### config.mk
export PLATFORM = sky130hd
export DESIGN_NAME = conv_engine_flat
export DESIGN_NICKNAME = d
export VERILOG_FILES = /design/src/rtl/conv_pkg.sv /design/src/rtl/conv_engine_if.sv /design/src/rtl/conv_engine_pe.sv /design/src/rtl/conv_engine.sv /design/src/flat_wrapper.sv
export SDC_FILE = /design/constraint.sdc
export NUM_CORES = 1
export LEC_CHECK = 0
export CELL_PAD_IN_SITES_DETAIL_PLACEMENT = 0
export CELL_PAD_IN_SITES_GLOBAL_PLACEMENT = 1
export CORE_ASPECT_RATIO = 0.6
export CORE_MARGIN = 1.5
export CORE_UTILIZATION = 46
export DETAILED_ROUTE_END_ITERATION = 7
export PLACE_DENSITY_LB_ADDON = 0.1
export REMOVE_ABC_BUFFERS = 1
export SYNTH_ARGS = -nofsm -noshare
export SYNTH_HDL_FRONTEND = slang
export SYNTH_HIERARCHICAL = 1
export SYNTH_SLANG_ARGS = --single-unit
### constraint.sdc
create_clock -name clk -period 9.67 [get_ports clk]
set_clock_uncertainty 0.15 [all_clocks]
set_input_delay 1.934 -clock clk [delete_from_list [all_inputs] [get_ports clk]]
set_output_delay 1.934 -clock clk [all_outputs]
set_load 0.05 [all_outputs]
### src/rtl/conv_pkg.sv
// Shared types and elaboration helpers for the convolution engine.
package conv_pkg;

    typedef logic [1:0] state_t;

    localparam state_t ST_IDLE  = 2'd0;
    localparam state_t ST_MAC   = 2'd1;
    localparam state_t ST_DRAIN = 2'd2;
    localparam state_t ST_DONE  = 2'd3;

    function automatic int clog2(input int value);
        int r;
        int v;
        r = 0;
        v = value - 1;
        while (v > 0) begin
            r++;
            v = v >> 1;
        end
        return r;
    endfunction

    function automatic int out_n(input int img_n, input int ker_k);
        return img_n - ker_k + 1;
    endfunction

    function automatic int acc_w(input int data_w, input int ker_k);
        return 2 * data_w + clog2(ker_k * ker_k);
    endfunction

    // Index width that never collapses to zero bits for single-entry ranges.
    function automatic int idx_w(input int n);
        return (n > 1) ? clog2(n) : 1;
    endfunction

endpackage

### src/rtl/conv_engine_if.sv
// Start/image/kernel request and result handshake bundle of conv_engine.
interface conv_engine_if #(
    parameter int DATA_W = 8,
    parameter int IMG_N  = 4,
    parameter int KER_K  = 3,
    parameter int OUT_W  = 8
);
    logic                            start;
    logic [IMG_N*IMG_N*DATA_W-1:0]   img_in;
    logic [KER_K*KER_K*DATA_W-1:0]   ker_in;
    logic                            busy;
    logic                            res_valid;
    logic                            res_ready;
    logic [OUT_W-1:0]                res_data;
    logic                            done;

    modport master (
        output start, img_in, ker_in, res_ready,
        input  busy, res_valid, res_data, done
    );

    modport slave (
        input  start, img_in, ker_in, res_ready,
        output busy, res_valid, res_data, done
    );
endinterface

### src/rtl/conv_engine_pe.sv
// One output lane: multiply pixel by broadcast weight, load on the first tap, accumulate after.
module conv_pe #(
    parameter int DATA_W = 8,
    parameter int ACC_W  = 20
) (
    input  logic              clk,
    input  logic              reset,
    input  logic              en_i,
    input  logic              load_i,
    input  logic [DATA_W-1:0] pix_i,
    input  logic [DATA_W-1:0] w_i,
    output logic [ACC_W-1:0]  acc_o
);
    logic [2*DATA_W-1:0] prod;
    logic [ACC_W-1:0]    acc_q;
    logic [ACC_W-1:0]    acc_d;

    assign prod = pix_i * w_i;

    always_comb begin
        acc_d = acc_q;
        if (en_i) begin
            acc_d = load_i ? ACC_W'(prod) : acc_q + ACC_W'(prod);
        end
    end

    always_ff @(posedge clk) begin
        if (reset) begin
            acc_q <= '0;
        end else begin
            acc_q <= acc_d;
        end
    end

    assign acc_o = acc_q;
endmodule

### src/rtl/conv_engine.sv
// Row-at-a-time 2-D valid convolution with OUT_N parallel lanes and a drained result stream.
// Optional macro CONV_ENGINE_SAT_EN clamps results to the output range instead of truncating.
module conv_engine
    import conv_pkg::*;
#(
    parameter int DATA_W = 8,
    parameter int IMG_N  = 4,
    parameter int KER_K  = 3,
    parameter int OUT_W  = 8
) (
    input  logic         clk,
    input  logic         reset,
    conv_engine_if.slave bus
);
    localparam int OUT_N  = out_n(IMG_N, KER_K);
    localparam int ACC_W  = acc_w(DATA_W, KER_K);
    localparam int IDX_W  = idx_w(IMG_N);
    localparam int KIDX_W = idx_w(KER_K);
    localparam int OIDX_W = idx_w(OUT_N);

    if (KER_K > IMG_N) begin : g_bad_kernel
        $fatal(1, "conv_engine: KER_K must not exceed IMG_N");
    end
    if (OUT_W > ACC_W) begin : g_bad_out_w
        $fatal(1, "conv_engine: OUT_W must not exceed the accumulator width");
    end

    state_t             state_q, state_d;
    logic [OIDX_W-1:0]  row_q, row_d;
    logic [OIDX_W-1:0]  col_q, col_d;
    logic [KIDX_W-1:0]  ti_q, ti_d;
    logic [KIDX_W-1:0]  tj_q, tj_d;
    logic [DATA_W-1:0]  pix_q [IMG_N][IMG_N];
    logic [DATA_W-1:0]  ker_q [KER_K][KER_K];

    logic               start_acc;
    logic               last_tap;
    logic               last_col;
    logic               last_row;

    assign start_acc = (state_q == ST_IDLE) && bus.start;
    assign last_tap  = (ti_q == KIDX_W'(KER_K - 1)) && (tj_q == KIDX_W'(KER_K - 1));
    assign last_col  = (col_q == OIDX_W'(OUT_N - 1));
    assign last_row  = (row_q == OIDX_W'(OUT_N - 1));

    always_comb begin
        state_d = state_q;
        row_d   = row_q;
        col_d   = col_q;
        ti_d    = ti_q;
        tj_d    = tj_q;
        case (state_q)
            ST_IDLE: begin
                if (bus.start) begin
                    state_d = ST_MAC;
                    row_d   = '0;
                    col_d   = '0;
                    ti_d    = '0;
                    tj_d    = '0;
                end
            end
            ST_MAC: begin
                if (last_tap) begin
                    state_d = ST_DRAIN;
                    col_d   = '0;
                end else if (tj_q == KIDX_W'(KER_K - 1)) begin
                    tj_d = '0;
                    ti_d = ti_q + 1'b1;
                end else begin
                    tj_d = tj_q + 1'b1;
                end
            end
            ST_DRAIN: begin
                if (bus.res_ready) begin
                    if (!last_col) begin
                        col_d = col_q + 1'b1;
                    end else if (last_row) begin
                        state_d = ST_DONE;
                    end else begin
                        state_d = ST_MAC;
                        row_d   = row_q + 1'b1;
                        ti_d    = '0;
                        tj_d    = '0;
                    end
                end
            end
            ST_DONE: state_d = ST_IDLE;
            default: state_d = ST_IDLE;
        endcase
    end

    always_ff @(posedge clk) begin
        if (reset) begin
            state_q <= ST_IDLE;
            row_q   <= '0;
            col_q   <= '0;
            ti_q    <= '0;
            tj_q    <= '0;
            for (int r = 0; r < IMG_N; r++) begin
                for (int c = 0; c < IMG_N; c++) begin
                    pix_q[r][c] <= '0;
                end
            end
            for (int i = 0; i < KER_K; i++) begin
                for (int j = 0; j < KER_K; j++) begin
                    ker_q[i][j] <= '0;
                end
            end
        end else begin
            state_q <= state_d;
            row_q   <= row_d;
            col_q   <= col_d;
            ti_q    <= ti_d;
            tj_q    <= tj_d;
            if (start_acc) begin
                for (int r = 0; r < IMG_N; r++) begin
                    for (int c = 0; c < IMG_N; c++) begin
                        pix_q[r][c] <= bus.img_in[(r*IMG_N+c)*DATA_W +: DATA_W];
                    end
                end
                for (int i = 0; i < KER_K; i++) begin
                    for (int j = 0; j < KER_K; j++) begin
                        ker_q[i][j] <= bus.ker_in[(i*KER_K+j)*DATA_W +: DATA_W];
                    end
                end
            end
        end
    end

    logic               mac_en;
    logic               mac_load;
    logic [DATA_W-1:0]  w_bcast;
    logic [ACC_W-1:0]   acc [OUT_N];

    assign mac_en   = (state_q == ST_MAC);
    assign mac_load = (ti_q == '0) && (tj_q == '0);
    assign w_bcast  = ker_q[ti_q][tj_q];

    for (genvar gi = 0; gi < OUT_N; gi++) begin : g_lane
        logic [DATA_W-1:0] lane_pix;
        // Row and column offsets stay within the image because row < OUT_N and lane < OUT_N.
        assign lane_pix = pix_q[IDX_W'(row_q) + IDX_W'(ti_q)][IDX_W'(tj_q) + IDX_W'(gi)];

        conv_pe #(
            .DATA_W (DATA_W),
            .ACC_W  (ACC_W)
        ) u_pe (
            .clk    (clk),
            .reset  (reset),
            .en_i   (mac_en),
            .load_i (mac_load),
            .pix_i  (lane_pix),
            .w_i    (w_bcast),
            .acc_o  (acc[gi])
        );
    end

    logic [ACC_W-1:0] sel_acc;
    logic [OUT_W-1:0] res_val;

    always_comb begin
        sel_acc = '0;
        for (int c = 0; c < OUT_N; c++) begin
            if (col_q == OIDX_W'(c)) begin
                sel_acc = acc[c];
            end
        end
    end

`ifdef CONV_ENGINE_SAT_EN
    assign res_val = (sel_acc > ACC_W'({OUT_W{1'b1}})) ? {OUT_W{1'b1}} : sel_acc[OUT_W-1:0];
`else
    assign res_val = sel_acc[OUT_W-1:0];
`endif

    assign bus.busy      = (state_q != ST_IDLE);
    assign bus.res_valid = (state_q == ST_DRAIN);
    assign bus.res_data  = bus.res_valid ? res_val : '0;
    assign bus.done      = (state_q == ST_DONE);
endmodule

### src/flat_wrapper.sv
// flat-port wrapper written by rule: the top's interface ports become plain ports
module conv_engine_flat import conv_pkg::*;
#(
    parameter int DATA_W = 8,
    parameter int IMG_N  = 4,
    parameter int KER_K  = 3,
    parameter int OUT_W  = 8
)
  (clk, reset, bus_start, bus_img_in, bus_ker_in, bus_res_ready, bus_busy, bus_res_valid, bus_res_data, bus_done);
  conv_engine_if #(.DATA_W(DATA_W), .IMG_N(IMG_N), .KER_K(KER_K), .OUT_W(OUT_W)) bus_i ();
  input  logic clk;
  input  logic reset;
  input wire logic [$bits(bus_i.start)-1:0] bus_start;
  input wire logic [$bits(bus_i.img_in)-1:0] bus_img_in;
  input wire logic [$bits(bus_i.ker_in)-1:0] bus_ker_in;
  input wire logic [$bits(bus_i.res_ready)-1:0] bus_res_ready;
  output wire logic [$bits(bus_i.busy)-1:0] bus_busy;
  output wire logic [$bits(bus_i.res_valid)-1:0] bus_res_valid;
  output wire logic [$bits(bus_i.res_data)-1:0] bus_res_data;
  output wire logic [$bits(bus_i.done)-1:0] bus_done;
  assign bus_i.start = bus_start;
  assign bus_i.img_in = bus_img_in;
  assign bus_i.ker_in = bus_ker_in;
  assign bus_i.res_ready = bus_res_ready;
  assign bus_busy = bus_i.busy;
  assign bus_res_valid = bus_i.res_valid;
  assign bus_res_data = bus_i.res_data;
  assign bus_done = bus_i.done;
  conv_engine #(.DATA_W(DATA_W), .IMG_N(IMG_N), .KER_K(KER_K), .OUT_W(OUT_W)) u_core (.clk(clk), .reset(reset), .bus(bus_i));
endmodule
# [After elaboration in Yosys (flattened, before gate mapping)]
# Memories as Yosys holds them, arrays and structs flattened. A register that Yosys moved wholly into a read port is not among the register bits.
# Index checks and enable logic that the tools add are counted.
[op_classes] n_addsub=7 n_mul=2 magnitude_cmp=2 n_eq_ne=12 n_mux=70 bitwise=27 reduce_logical=14
[ops] operator="2-to-1 mux 8 bit" n=33
[ops] operator="binary-select mux 8 bit (select 2 bit)" n=3
[ops] operator="adder 20 x 16 -> 20 bit" n=2
[ops] operator="2-to-1 mux 20 bit" n=2
[ops] operator="multiplier 8 x 8 -> 16 bit" n=2
[ops] operator="2-to-1 mux 2 bit" n=15
[ops] operator="OR 1 bit" n=25
[ops] operator="2-to-1 mux 1 bit" n=12
[ops] operator="case mux 2 bit (3 select lines)" n=2
[ops] operator="AND reduction 4 bit" n=3
[ops] operator="inequality test 2 bit (second input constant)" n=5
[ops] operator="== test 2 bit (second input constant)" n=4
[ops] operator="case mux 2 bit (4 select lines)" n=1
[ops] operator="AND reduction 7 bit" n=1
[ops] operator="greater-or-equal comparator 3 bit (second input constant)" n=2
[ops] operator="logical NOT 2 bit" n=3
[ops] operator="NOT 2 -> 3 bit" n=2
[ops] operator="AND reduction 6 bit" n=1
[ops] operator="adder 2 x 1 -> 2 bit (second input constant)" n=2
[ops] operator="inequality test 2 x 1 -> 1 bit (second input constant)" n=2
[ops] operator="nonzero test 2 bit" n=2
[ops] operator="logical AND 1 bit" n=3
[ops] operator="case mux 1 bit (3 select lines)" n=1
[ops] operator="nonzero test 3 bit" n=1
[ops] operator="4 further kinds" n=5
[word_totals] reg_bits=48 mem_bits_rw=200 input_bits=204 elab_cells=143 memories=2
[memory_table] memory="u_core.pix_q" depth=4 word_bits=32 read_ports=1 rd_clocked_by_memory_dff=0 write_ports=4 line_no="conv_engine.sv:33" rtl="logic [DATA_W-1:0] pix_q [IMG_N][IMG_N];"
[memory_table] memory="u_core.ker_q" depth=3 word_bits=24 read_ports=1 rd_clocked_by_memory_dff=1 write_ports=3 line_no="conv_engine.sv:34" rtl="logic [DATA_W-1:0] ker_q [KER_K][KER_K];"

# [Longest topological paths before layout]
# Gate-level depths: netlist of the first run.
[depth] ltp_word=8 ltp_mapped=25 depth_no_buf=23

# [Modules after synthesis]
# The synthesis of the first run kept the hierarchy.
[modules_own_cells] module="conv_engine" instances=1 cells_each=686 area_per_inst_um2=9854.5 seq_area_each_um2=6206.0
[modules_own_cells] module="conv_pe (u_core.g_lane[1].u_pe)" instances=1 cells_each=466 area_per_inst_um2=3848.7 seq_area_each_um2=400.4
[modules_own_cells] module="conv_pe (u_core.g_lane[0].u_pe)" instances=1 cells_each=456 area_per_inst_um2=3838.7 seq_area_each_um2=400.4

# [Least setup slack after synthesis of the first run]
# OpenSTA, ideal clock, no wires.
[synth_timing] kind="input to register" startpoint="input bus_start" endpoint="memory u_core/ker_q[0][0] (netlist bit), enable pin" setup_ns=0.597 t_arrival_ns=6.875 slack_ns=2.049 cell_stages=2 path_cell_list="or3b_4 > nand2b_1"
[synth_rtl] item="start: declaration" line_no="flat_wrapper.sv:13" rtl="input wire logic [$bits(bus_i.start)-1:0] bus_start;"
[synth_rtl] item="end: declaration" line_no="conv_engine.sv:34"

# [Final worst setup path of the first run]
[layout_timing] startpoint="register u_core.tj_q[0]" endpoint="register u_core.g_lane[1].u_pe.acc_q[7]"
[layout_via] elab_chain_cells=8 word_cells_on_any_way=14 classes_between="add/sub (2); mul (1); mux (7); bitwise (2); reduce/logical (2)"
[layout_lines] item="start: declaration" line_no="conv_engine.sv:32" rtl="logic [KIDX_W-1:0] tj_q, tj_d;"
[layout_lines] item="start signal: assignment" line_no="conv_engine.sv:114" rtl="tj_q <= tj_d;"
[layout_lines] item="adder 2 x 1 -> 2 bit *" line_no="conv_engine.sv:142" rtl="assign lane_pix = pix_q[IDX_W'(row_q) + IDX_W'(ti_q)][IDX_W'(tj_q) + IDX_W'(gi)];"
[layout_lines] item="NOT 2 -> 3 bit (not written as such) *" line_no="conv_engine.sv:142"
[layout_lines] item="binary-select mux 8 bit (select 2 bit) *" line_no="conv_engine.sv:142"
[layout_lines] item="2-to-1 mux 8 bit (not written as such) * (2 in series)" line_no="conv_engine.sv:142"
[layout_lines] item="via u_core.g_lane[1].lane_pix[3]" line_no="conv_engine.sv:140" rtl="logic [DATA_W-1:0] lane_pix;"
[layout_lines] item="multiplier 8 x 8 -> 16 bit *" line_no="conv_engine_pe.sv:18" rtl="assign prod = pix_i * w_i;"
[layout_lines] item="adder 20 x 16 -> 20 bit" line_no="conv_engine_pe.sv:23" rtl="acc_d = load_i ? ACC_W'(prod) : acc_q + ACC_W'(prod);"
[layout_lines] item="2-to-1 mux 20 bit *" line_no="conv_engine_pe.sv:23"
[layout_lines] item="end signal: assignment" line_no="conv_engine_pe.sv:29" rtl="acc_q <= '0;"
[layout_lines] item="end signal: assignment" line_no="conv_engine_pe.sv:31" rtl="acc_q <= acc_d;"
[layout_lines] item="end: declaration" line_no="conv_engine_pe.sv:15" rtl="logic [ACC_W-1:0] acc_q;"
# Mark *: on every way through the listed nets, which the timed path passes. The rest lies on a longest branch. The select of a mux whose other input is x is not followed.
# A chain may end at the register's enable or synchronous reset.

==> reports/results.ini, run 1 <==
[status]
status=finished, violations left
violations=design-rule violations

[placed_design]
hpwl_um=22200
numPortBuffers=214
pre_cts_slack_ps=3160
place_congestion=0.827

[pwr]
pwr-share-comb_pct=23.2
p_sw_mw=0.712
internal_power_mw=1.90
ir_drop_v=0.000101
p_leak_nw=6.41
p_per_area_mw_per_mm2=162
p_seq_share_pct=44.9
clockPowerShare_pct=31.9
switching_share_pct=27.2

[floorplan]
start_util_pct=47.1
die_y_um=134
core_mm2=0.0278
die_w_um=221
die_area_mm2=0.0295
num_io_pins=215
rows=47

[setup_path]
worstRegToRegCells=21
crit-reg2reg-launch=u_core/tj_q[0]$_SDFFE_PP0P_
cp-start-kind=register
worstSetupPathType=register to register
required_ps=9970
r2r_slack_ps=3080
cp-end-kind=register
cp_max_fo=18
r2r-end=u_core/g_lane[1].u_pe/acc_o[7]$_SDFFE_PP0P_
arrival_ps=6890

[timing]
timing.fmax_mhz=152
worstMarginPinSlew_ps=1180
rsz0062_at_grt=false
min_period_ps=6590
slew_viol_final=0
setup_tns_ps=0
layout_setup_ws_ps=3080
hold_violations=0
setup_viol=0
max-slew-margin-rel_pct=21.6
final.period_utilization_pct=68.1

[min_path]
hp-class=register to register
hold_path_depth=2
holdPathEnd=u_core/g_lane[1].u_pe/acc_o[5]$_SDFFE_PP0P_
worstHoldStart=u_core/g_lane[1].u_pe/acc_o[5]$_SDFFE_PP0P_

[logic_synthesis]
syn_avg_cell_area_um2=12.4
synth_warnings=6
synth_area_mm2=0.0131
syn_inst=1059

[global_routing]
use_met2_pct=29.6
grt_busiest_layer=met1
grt_overflow=0
use_met3_pct=4.27
grtUsageTotal_pct=20.7
grt_max_degree=135
use_met1_pct=32.6
antenna_found_initial=0
grt_pass1_vias=8511
grt_first_pass_wirelength_um=46900

[detailed_routing]
routedWlPerCell_um=18.5
drc=7
vias=8434
antenna_left=0
wl_um=30100
dr.pass1.iters=7
vias_per_cell=5.18
drt_iter0_markers=716

[cells_and_area]
layout_commonest_cell=and2_1
antenna_cells=0
fin_util_pct=58.2
final_cell_mix=and2_1 (265), clkdlybuf4s50_1 (214), edfxtp_1 (200)
nets=1547
synthToLayoutAreaGrowth_pct=23.6
drive_above_1_share_pct=6.34

[clocking]
cts_tree=built
clk_latency_ps=520
clkSinkCount=226
clockBufferDepth=3
clkTransAtPathRegs_ps=60
htree_levels=1
cts_buffers=22
cts_setup_buffers=0
cts_root_buf=clkbuf_16
cts.repair.resized=0
cts_hold_buf=0

[run]
cap_violations=0

## sequential cells by signal, summed over array words and instances (netlist names), named ones only
register,flops
u_core/tj_q,2
u_core/ti_q,2
u_core/pix_q,128
u_core/state_q,2
u_core/col_q,1
u_core/ker_q,72
u_core/last_row,1
u_core/g_lane.u_pe/acc_o,16
## final cells by class
cell class	instances	area (µm²)
Clock inverter	12	116
Timing Repair Buffer	225	2240
Inverter	66	248
Tap cell	367	459
Multi-Input combinational cell	707	6010
Clock buffer	26	566
Fill cell	2305	11600
Sequential cell	226	6530
## per-stage QoR
step,std cells,cell area (µm²),power [mW],hold slack (ps)
after floorplan,999,12700,1.59,302
after CTS,1629,16200,2.64,359
final,1629,16200,2.62,361
after global routing,1629,16200,2.76,397
after detailed placement,1591,15500,1.80,352
after global placement,1591,15500,1.80,347
## power by group through the flow
stage	sequential [mW]	clock, mW	combinational, mW
floorplan	1.19	0	0.402
global placement	1.19	0	0.602
detailed placement	1.20	0	0.608
CTS	1.18	0.858	0.611
global route	1.18	0.890	0.688
finish	1.17	0.834	0.607
## metal layers
metal	share of wire, %	vias up
li1	-	4101
met1	50	4055
met2	42	243
met3	6.2	35
met4	1.5	0
met5	0	-
## how the worst max path moves through the flow
stage,from,end,slack [ps],cells after the start
floorplan,bus_start,u_core/ker_q[0][0]$_SDFFCE_PN0P_,2050,2
CTS,u_core/last_row$_SDFFE_PP0P_,u_core/g_lane[0].u_pe/acc_o[7]$_SDFFE_PP0P_,3100,20
global route,u_core/last_row$_SDFFE_PP0P_,u_core/g_lane[0].u_pe/acc_o[7]$_SDFFE_PP0P_,2720,20
global placement,u_core/last_row$_SDFFE_PP0P_,u_core/g_lane[1].u_pe/acc_o[7]$_SDFFE_PP0P_,3170,21
finish,u_core/tj_q[0]$_SDFFE_PP0P_,u_core/g_lane[1].u_pe/acc_o[7]$_SDFFE_PP0P_,3080,21
detailed placement,u_core/tj_q[0]$_SDFFE_PP0P_,u_core/g_lane[1].u_pe/acc_o[7]$_SDFFE_PP0P_,3160,21
## critical path, cell delays in order, from the launching register on
cell,delay (ps)
dfxtp_1,870
inv_1,300
ha_1,420
nor2b_1,640
a22oi_1,200
nand2_1,220
and2_1,180
fa_1,430
ha_1,290
inv_1,50
fa_1,460
fa_1,490
inv_1,40
ha_1,300
xnor2_1,290
ha_1,330
and2_4,190
nor4_4,110
a21oi_1,110
xnor2_1,130
a21o_1,170
a21oi_1,130
No activity file was read; power rests on OpenSTA's default activity.
==> inputs of run 2 (changes only) <==
clock period = 6.4 ns   (was 9.67 ns; I/O delays follow)
==> run 2 against run 1 <==
- the run still ends with design-rule violations left
- final area increased by 2.2%
- register-to-register slack got worse by 2800 ps
- non-clock buffer count increased by 29
- critical endpoint is now u_core/g_lane[0].u_pe/acc_o[7]$_SDFFE_PP0P_
- first-iteration DRC count decreased by 13%
- worst setup slack worse by 2800 ps
- global-route usage rose by 1.1 points
- flip-flop and latch count is the same
- critical path depth down 1
==> reports/results.ini, run 2 (same netlist as run 1, synthesis figures left out) <==
[status]
status=finished, violations left
violations=design-rule violations

[floorplan]
die_w_um=221  ; unchanged
num_io_pins=215  ; unchanged
die_y_um=134  ; unchanged
start_util_pct=47.1  ; unchanged
core_mm2=0.0278  ; unchanged
rows=47  ; unchanged
die_area_mm2=0.0295  ; unchanged

[cells_and_area]
drive_above_1_share_pct=9.21  ; +2.9 points
antenna_cells=0  ; unchanged
final-instance-count-excl-fill=1659  ; +1.8%
largest_reg_flops=128  ; unchanged
synthToLayoutAreaGrowth_pct=26.3
ff_latch_area_mm2=0.00653  ; unchanged
top_register=u_core/pix_q
multi_input_comb_area_mm2=0.00606  ; +0.79%
nFillCells=2239  ; -2.9%
fin_util_pct=59.5  ; +1.3 points
final_cell_mix=and2_1 (265), clkdlybuf4s50_1 (214), edfxtp_1 (200)
nets=1577  ; +1.9%
layout_commonest_cell=and2_1

[global_routing]
grt_max_degree=164  ; +21%
antenna_found_initial=1  ; +1
grt_first_pass_wirelength_um=49200  ; +5.0%
grt_overflow=0  ; unchanged
grt_pass1_vias=8773  ; +3.1%
grtUsageTotal_pct=21.8  ; +1.1 points

[detailed_routing]
routedWlPerCell_um=18.7  ; +1.2%
vias_per_cell=5.18  ; about the same
wl_um=31100  ; +3.1%
drt_iter0_markers=621  ; -13%
vias=8587  ; +1.8%
drc=4  ; -3
antenna_left=0  ; unchanged
dr.pass1.iters=8  ; +1

[setup_path]
cp-start-kind=register
cpPeakStageDelay_ps=590  ; -280 ps
arrival_ps=6410  ; -480 ps
worstSetupPathType=register to register
worstPathCellList=ha_4, buf_12, buf_4, mux4_1, a22oi_1, nand2_1, and2_1, fa_1, fa_1, inv_1, fa_1, fa_1, inv_1, ha_1, xnor2_2, ha_1, a2111oi_0, or3_1, or3_1, a31oi_1
cp_num_buf_inv=4  ; +1
cp_top_family=adder cells
cpMostUsedCell=fa_1
cp-end-kind=register
cpMaxStageDelayCell=mux4_1
cp_max_fo=7  ; -11
required_ps=6720  ; -3250 ps

[clocking]
clkTransAtPathRegs_ps=70  ; about the same
cts_tree=built
clk_latency_ps=530  ; about the same
cts_buffers=23  ; +4.5%
htree_levels=1  ; unchanged
clkSinkCount=226  ; unchanged
cts_root_buf=clkbuf_16
cts_hold_buf=0  ; unchanged
clockBufferDepth=3  ; unchanged

[timing]
max-slew-margin-rel_pct=30.7  ; +9.0 points
final.period_utilization_pct=95.2  ; +27 points
worstMarginPinSlew_ps=1040  ; -135 ps
timing.fmax_mhz=164  ; +8.1%
hold_violations=0  ; unchanged
slew_viol_final=0  ; unchanged
setup_viol=0  ; unchanged
min_period_ps=6090  ; -496 ps
rsz0062_at_grt=false

[pwr]
power.total_mw=4.01  ; +53%
p_per_area_mw_per_mm2=243  ; +50%
p_leak_nw=6.62  ; +3.1%
ir_drop_v=0.000173  ; +71%

[placed_design]
dp.cells=1609  ; +1.1%
place_congestion=0.835  ; +0.97%
hpwl_um=23100  ; +4.0%
numPortBuffers=214  ; unchanged

[min_path]
hp-class=register to register

[run]
cap_violations=0  ; unchanged

-- run 2: cell count changes in the layout (fill, tap and decap cells not counted), sizes merged --
cell,previous run,this run
clkinvlp,1,0
buf,11,40
inv,64,65
clkbuf,26,27
-- run 2: area by class of cell --
cell class,count,area share (%)
inverters,66,1.50
multi-input cells,707,36.7
clock inverters,12,0.720
flip-flops and latches,226,39.5
well taps,367,2.78
repair buffers,254,15.2
clock buffers,27,3.58
-- run 2: worst paths after layout --
kind	startpoint	endpoint	slack [ps]	cells after the start
setup / recovery	u_core/last_row$_SDFFE_PP0P_	u_core/g_lane[0].u_pe/acc_o[7]$_SDFFE_PP0P_	310	20
hold reg to reg	u_core/g_lane[1].u_pe/acc_o[0]$_SDFFE_PP0P_	u_core/g_lane[1].u_pe/acc_o[0]$_SDFFE_PP0P_	360	2
hold / removal	u_core/g_lane[1].u_pe/acc_o[0]$_SDFFE_PP0P_	u_core/g_lane[1].u_pe/acc_o[0]$_SDFFE_PP0P_	360	2
setup reg to reg	u_core/last_row$_SDFFE_PP0P_	u_core/g_lane[0].u_pe/acc_o[7]$_SDFFE_PP0P_	310	20
-- run 2: tightest hold or removal path: cells and delay by family (launching register included) --
| kind | cells | cell delay [ps] |
|---|---|---|
| flops | 1 | 330 |
| simple gates | 1 | 90 |
| compound gates | 1 | 50 |
-- run 2: per-layer routing --
layer / wire, µm / vias to the layer above / share of wire, % / global-route usage (%)
met5: 0 / - / 0 / 0
met3: 2130 / 25 / 6.9 / 4.16
met4: 388 / 0 / 1.2 / 3.42
met1: 15700 / 4161 / 51 / 35.1
met2: 12900 / 242 / 41 / 30.9
li1: - / 4159 / - / -
-- run 2: repair_timing --
action | in CTS | in global routing
setup buffers | 0 | 11
endpoints found under the setup margin | 0 | 2
gates resized for setup | 0 | 9
endpoints found under the hold margin | 0 | 0
-- run 2: where the power goes --
| part | internal, mW | total (mW) | leakage (nW) | switching, mW |
|---|---|---|---|---|
| Clock | 0.741 | 1.31 | 0.350 | 0.565 |
| Sequential | 1.73 | 1.77 | 2.37 | 0.0461 |
| Combinational | 0.453 | 0.931 | 3.90 | 0.478 |
-- run 2: metrics by stage --
step / area, µm² / hold slack [ps] / setup TNS, ps / setup slack, ps
2_1_floorplan: 12700 / 302 / -113990 / -568
3_3_place_gp: 15700 / 341 / 0 / 219
3_5_place_dp: 15700 / 350 / 0 / 29.8
4_1_cts: 16400 / 359 / 0 / 57.9
5_1_grt: 16500 / 397 / 0 / 38.8
6_report: 16500 / 359 / 0 / 308
==> inputs of run 3 (changes only) <==
CTS_CLUSTER_DIAMETER = 40   (was unset)
==> run 3 against run 2 <==
- the flow still finishes with violations (design-rule violations)
- clock-buffer cell count is 3 higher
- maximum frequency is 0.30% lower
- routed wire length is 0.76% higher
- global-route usage is 0.13 points higher
- register-to-register slack worse by 20 ps
- critical path depth stayed put
- flip-flop and latch count stayed put
- critical path type unchanged
- largest cell class unchanged
- largest power group unchanged
==> reports/results.ini, run 3 (same netlist as run 1, synthesis figures left out) <==
[cells_and_area]
nFillCells=2216  ; -1.0%
final_cell_mix=and2_1 (265), clkdlybuf4s50_1 (214), edfxtp_1 (200)
largest_reg_flops=128  ; unchanged
fin_util_pct=60.3  ; +0.78 points
final-instance-count-excl-fill=1668  ; +0.54%
top_register=u_core/pix_q
layout_commonest_cell=and2_1
nets=1580  ; +0.19%
synthToLayoutAreaGrowth_pct=28.0
antenna_cells=0  ; unchanged
stdcell_area_mm2=0.0167  ; +1.3%
drive_above_1_share_pct=10.3  ; +1.1 points

[global_routing]
antenna_found_initial=1  ; unchanged
grt_overflow=0  ; unchanged
grt_first_pass_wirelength_um=49500  ; +0.52%
grt_max_degree=164  ; unchanged
grtUsageTotal_pct=22.0  ; +0.13 points
grt_pass1_vias=8732  ; -0.47%

[status]
violations=design-rule violations
status=finished, violations left

[detailed_routing]
drc=4  ; unchanged
drt_iter0_markers=586  ; -5.6%
antenna_left=0  ; unchanged
vias=8615  ; +0.33%
wl_um=31300  ; +0.76%
routedWlPerCell_um=18.8  ; +0.22%
dr.pass1.iters=7  ; -1
vias_per_cell=5.16  ; -0.22%

[clocking]
clkSinkCount=226  ; unchanged
htree_levels=1  ; unchanged
clk_latency_ps=560  ; +30 ps
clkTransAtPathRegs_ps=60  ; about the same
clockBufferDepth=3  ; unchanged
cts_root_buf=clkbuf_16
cts_buffers=27  ; +17%
cts_tree=built

[run]
cap_violations=0  ; unchanged

[setup_path]
worstRegToRegCells=20  ; unchanged
r2r_slack_ps=290  ; -20 ps
crit-reg2reg-launch=u_core/last_row$_SDFFE_PP0P_
startpoint=u_core/last_row$_SDFFE_PP0P_
worstSetupPathType=register to register
arrival_ps=6460  ; +50 ps
required_ps=6750  ; +30 ps
crit_path_end=u_core/g_lane[0].u_pe/acc_o[7]$_SDFFE_PP0P_
cp_max_fo=7  ; unchanged
r2r-end=u_core/g_lane[0].u_pe/acc_o[7]$_SDFFE_PP0P_
cp-start-kind=register
cp-end-kind=register

[placed_design]
post_dp_cell_area_mm2=0.0157  ; unchanged
dp.cells=1609  ; unchanged
place_congestion=0.835  ; unchanged
hpwl_um=23100  ; unchanged
numPortBuffers=214  ; unchanged

[pwr]
ir_drop_v=0.000190  ; +10%
p_leak_nw=6.71  ; +1.5%
p_per_area_mw_per_mm2=259  ; +6.5%
power.total_mw=4.33  ; +7.9%

[min_path]
hp-class=register to register
hold_path_depth=2  ; unchanged

[floorplan]
core_mm2=0.0278  ; unchanged
num_io_pins=215  ; unchanged
die_w_um=221  ; unchanged
die_area_mm2=0.0295  ; unchanged
die_y_um=134  ; unchanged
rows=47  ; unchanged
start_util_pct=47.1  ; unchanged

[timing]
worstMarginPinSlew_ps=1150  ; +107 ps
max-slew-margin-rel_pct=23.5  ; -7.1 points
hold_violations=0  ; unchanged
final.period_utilization_pct=95.5  ; +0.28 points
slew_viol_final=0  ; unchanged
rsz0062_at_grt=false
setup_viol=0  ; unchanged
min_period_ps=6110  ; +18.0 ps
timing.fmax_mhz=164  ; -0.30%

[run 3: through the flow]
stage,hold WS (ps),setup WS (ps),TNS (ps)
floorplan,302,-568,-113990
global placement,341,219,0
detailed placement,350,29.8,0
CTS,358,51.5,0
global route,396,12.5,0
finish,357,290,0
[run 3: power by group]
part / internal, mW / switching, mW / total [mW]
Clock: 0.956 / 0.662 / 1.62
Sequential: 1.73 / 0.0462 / 1.77
Combinational: 0.453 / 0.480 / 0.933
Total: 3.14 / 1.19 / 4.33
[run 3: per-layer routing]
metal / GRT usage (%) / wire [µm]
met1: 35.4 / 15900
met2: 30.8 / 12900
met3: 4.29 / 1980
met4: 3.75 / 478
met5: 0 / 0
[run 3: worst max-delay path: stages (launching register included)]
cell	delay, ps
dfxtp_1	360
ha_4	340
buf_4	200
buf_4	130
mux4_1	580
a22oi_1	210
nand2_2	150
and2_1	210
fa_1	400
fa_1	540
inv_1	50
fa_1	470
fa_1	550
inv_1	40
ha_1	330
xnor2_2	190
ha_1	210
a2111oi_0	80
or3_1	400
or3_1	310
a31oi_1	150
[run 3: layout make-up]
type	instances	area [µm²]	share of cell area, %
clock buffers	30	687	4.10
well taps	367	459	2.74
repair buffers	253	2500	14.9
flip-flops and latches	226	6530	39.0
inverters	66	248	1.48
clock inverters	19	251	1.50
multi-input cells	707	6070	36.2
[run 3: worst min-delay path by stage]
stage | endpoint | slack, ps | start
2_1_floorplan | u_core/g_lane[1].u_pe/acc_o[7]$_SDFFE_PP0P_ | 300 | u_core/g_lane[1].u_pe/acc_o[7]$_SDFFE_PP0P_
3_3_place_gp | u_core/g_lane[1].u_pe/acc_o[0]$_SDFFE_PP0P_ | 340 | u_core/g_lane[1].u_pe/acc_o[0]$_SDFFE_PP0P_
3_5_place_dp | u_core/g_lane[1].u_pe/acc_o[0]$_SDFFE_PP0P_ | 350 | u_core/g_lane[1].u_pe/acc_o[0]$_SDFFE_PP0P_
4_1_cts | u_core/g_lane[1].u_pe/acc_o[0]$_SDFFE_PP0P_ | 360 | u_core/g_lane[1].u_pe/acc_o[0]$_SDFFE_PP0P_
5_1_grt | u_core/g_lane[1].u_pe/acc_o[0]$_SDFFE_PP0P_ | 400 | u_core/g_lane[1].u_pe/acc_o[0]$_SDFFE_PP0P_
6_report | u_core/g_lane[1].u_pe/acc_o[0]$_SDFFE_PP0P_ | 360 | u_core/g_lane[1].u_pe/acc_o[0]$_SDFFE_PP0P_
[run 3: what timing repair did]
| action | in CTS | in global routing |
|---|---|---|
| setup buffers | 0 | 10 |
| resized for setup | 0 | 11 |
| hold buffers | 0 | 0 |
| endpoints found under the setup margin | 0 | 2 |
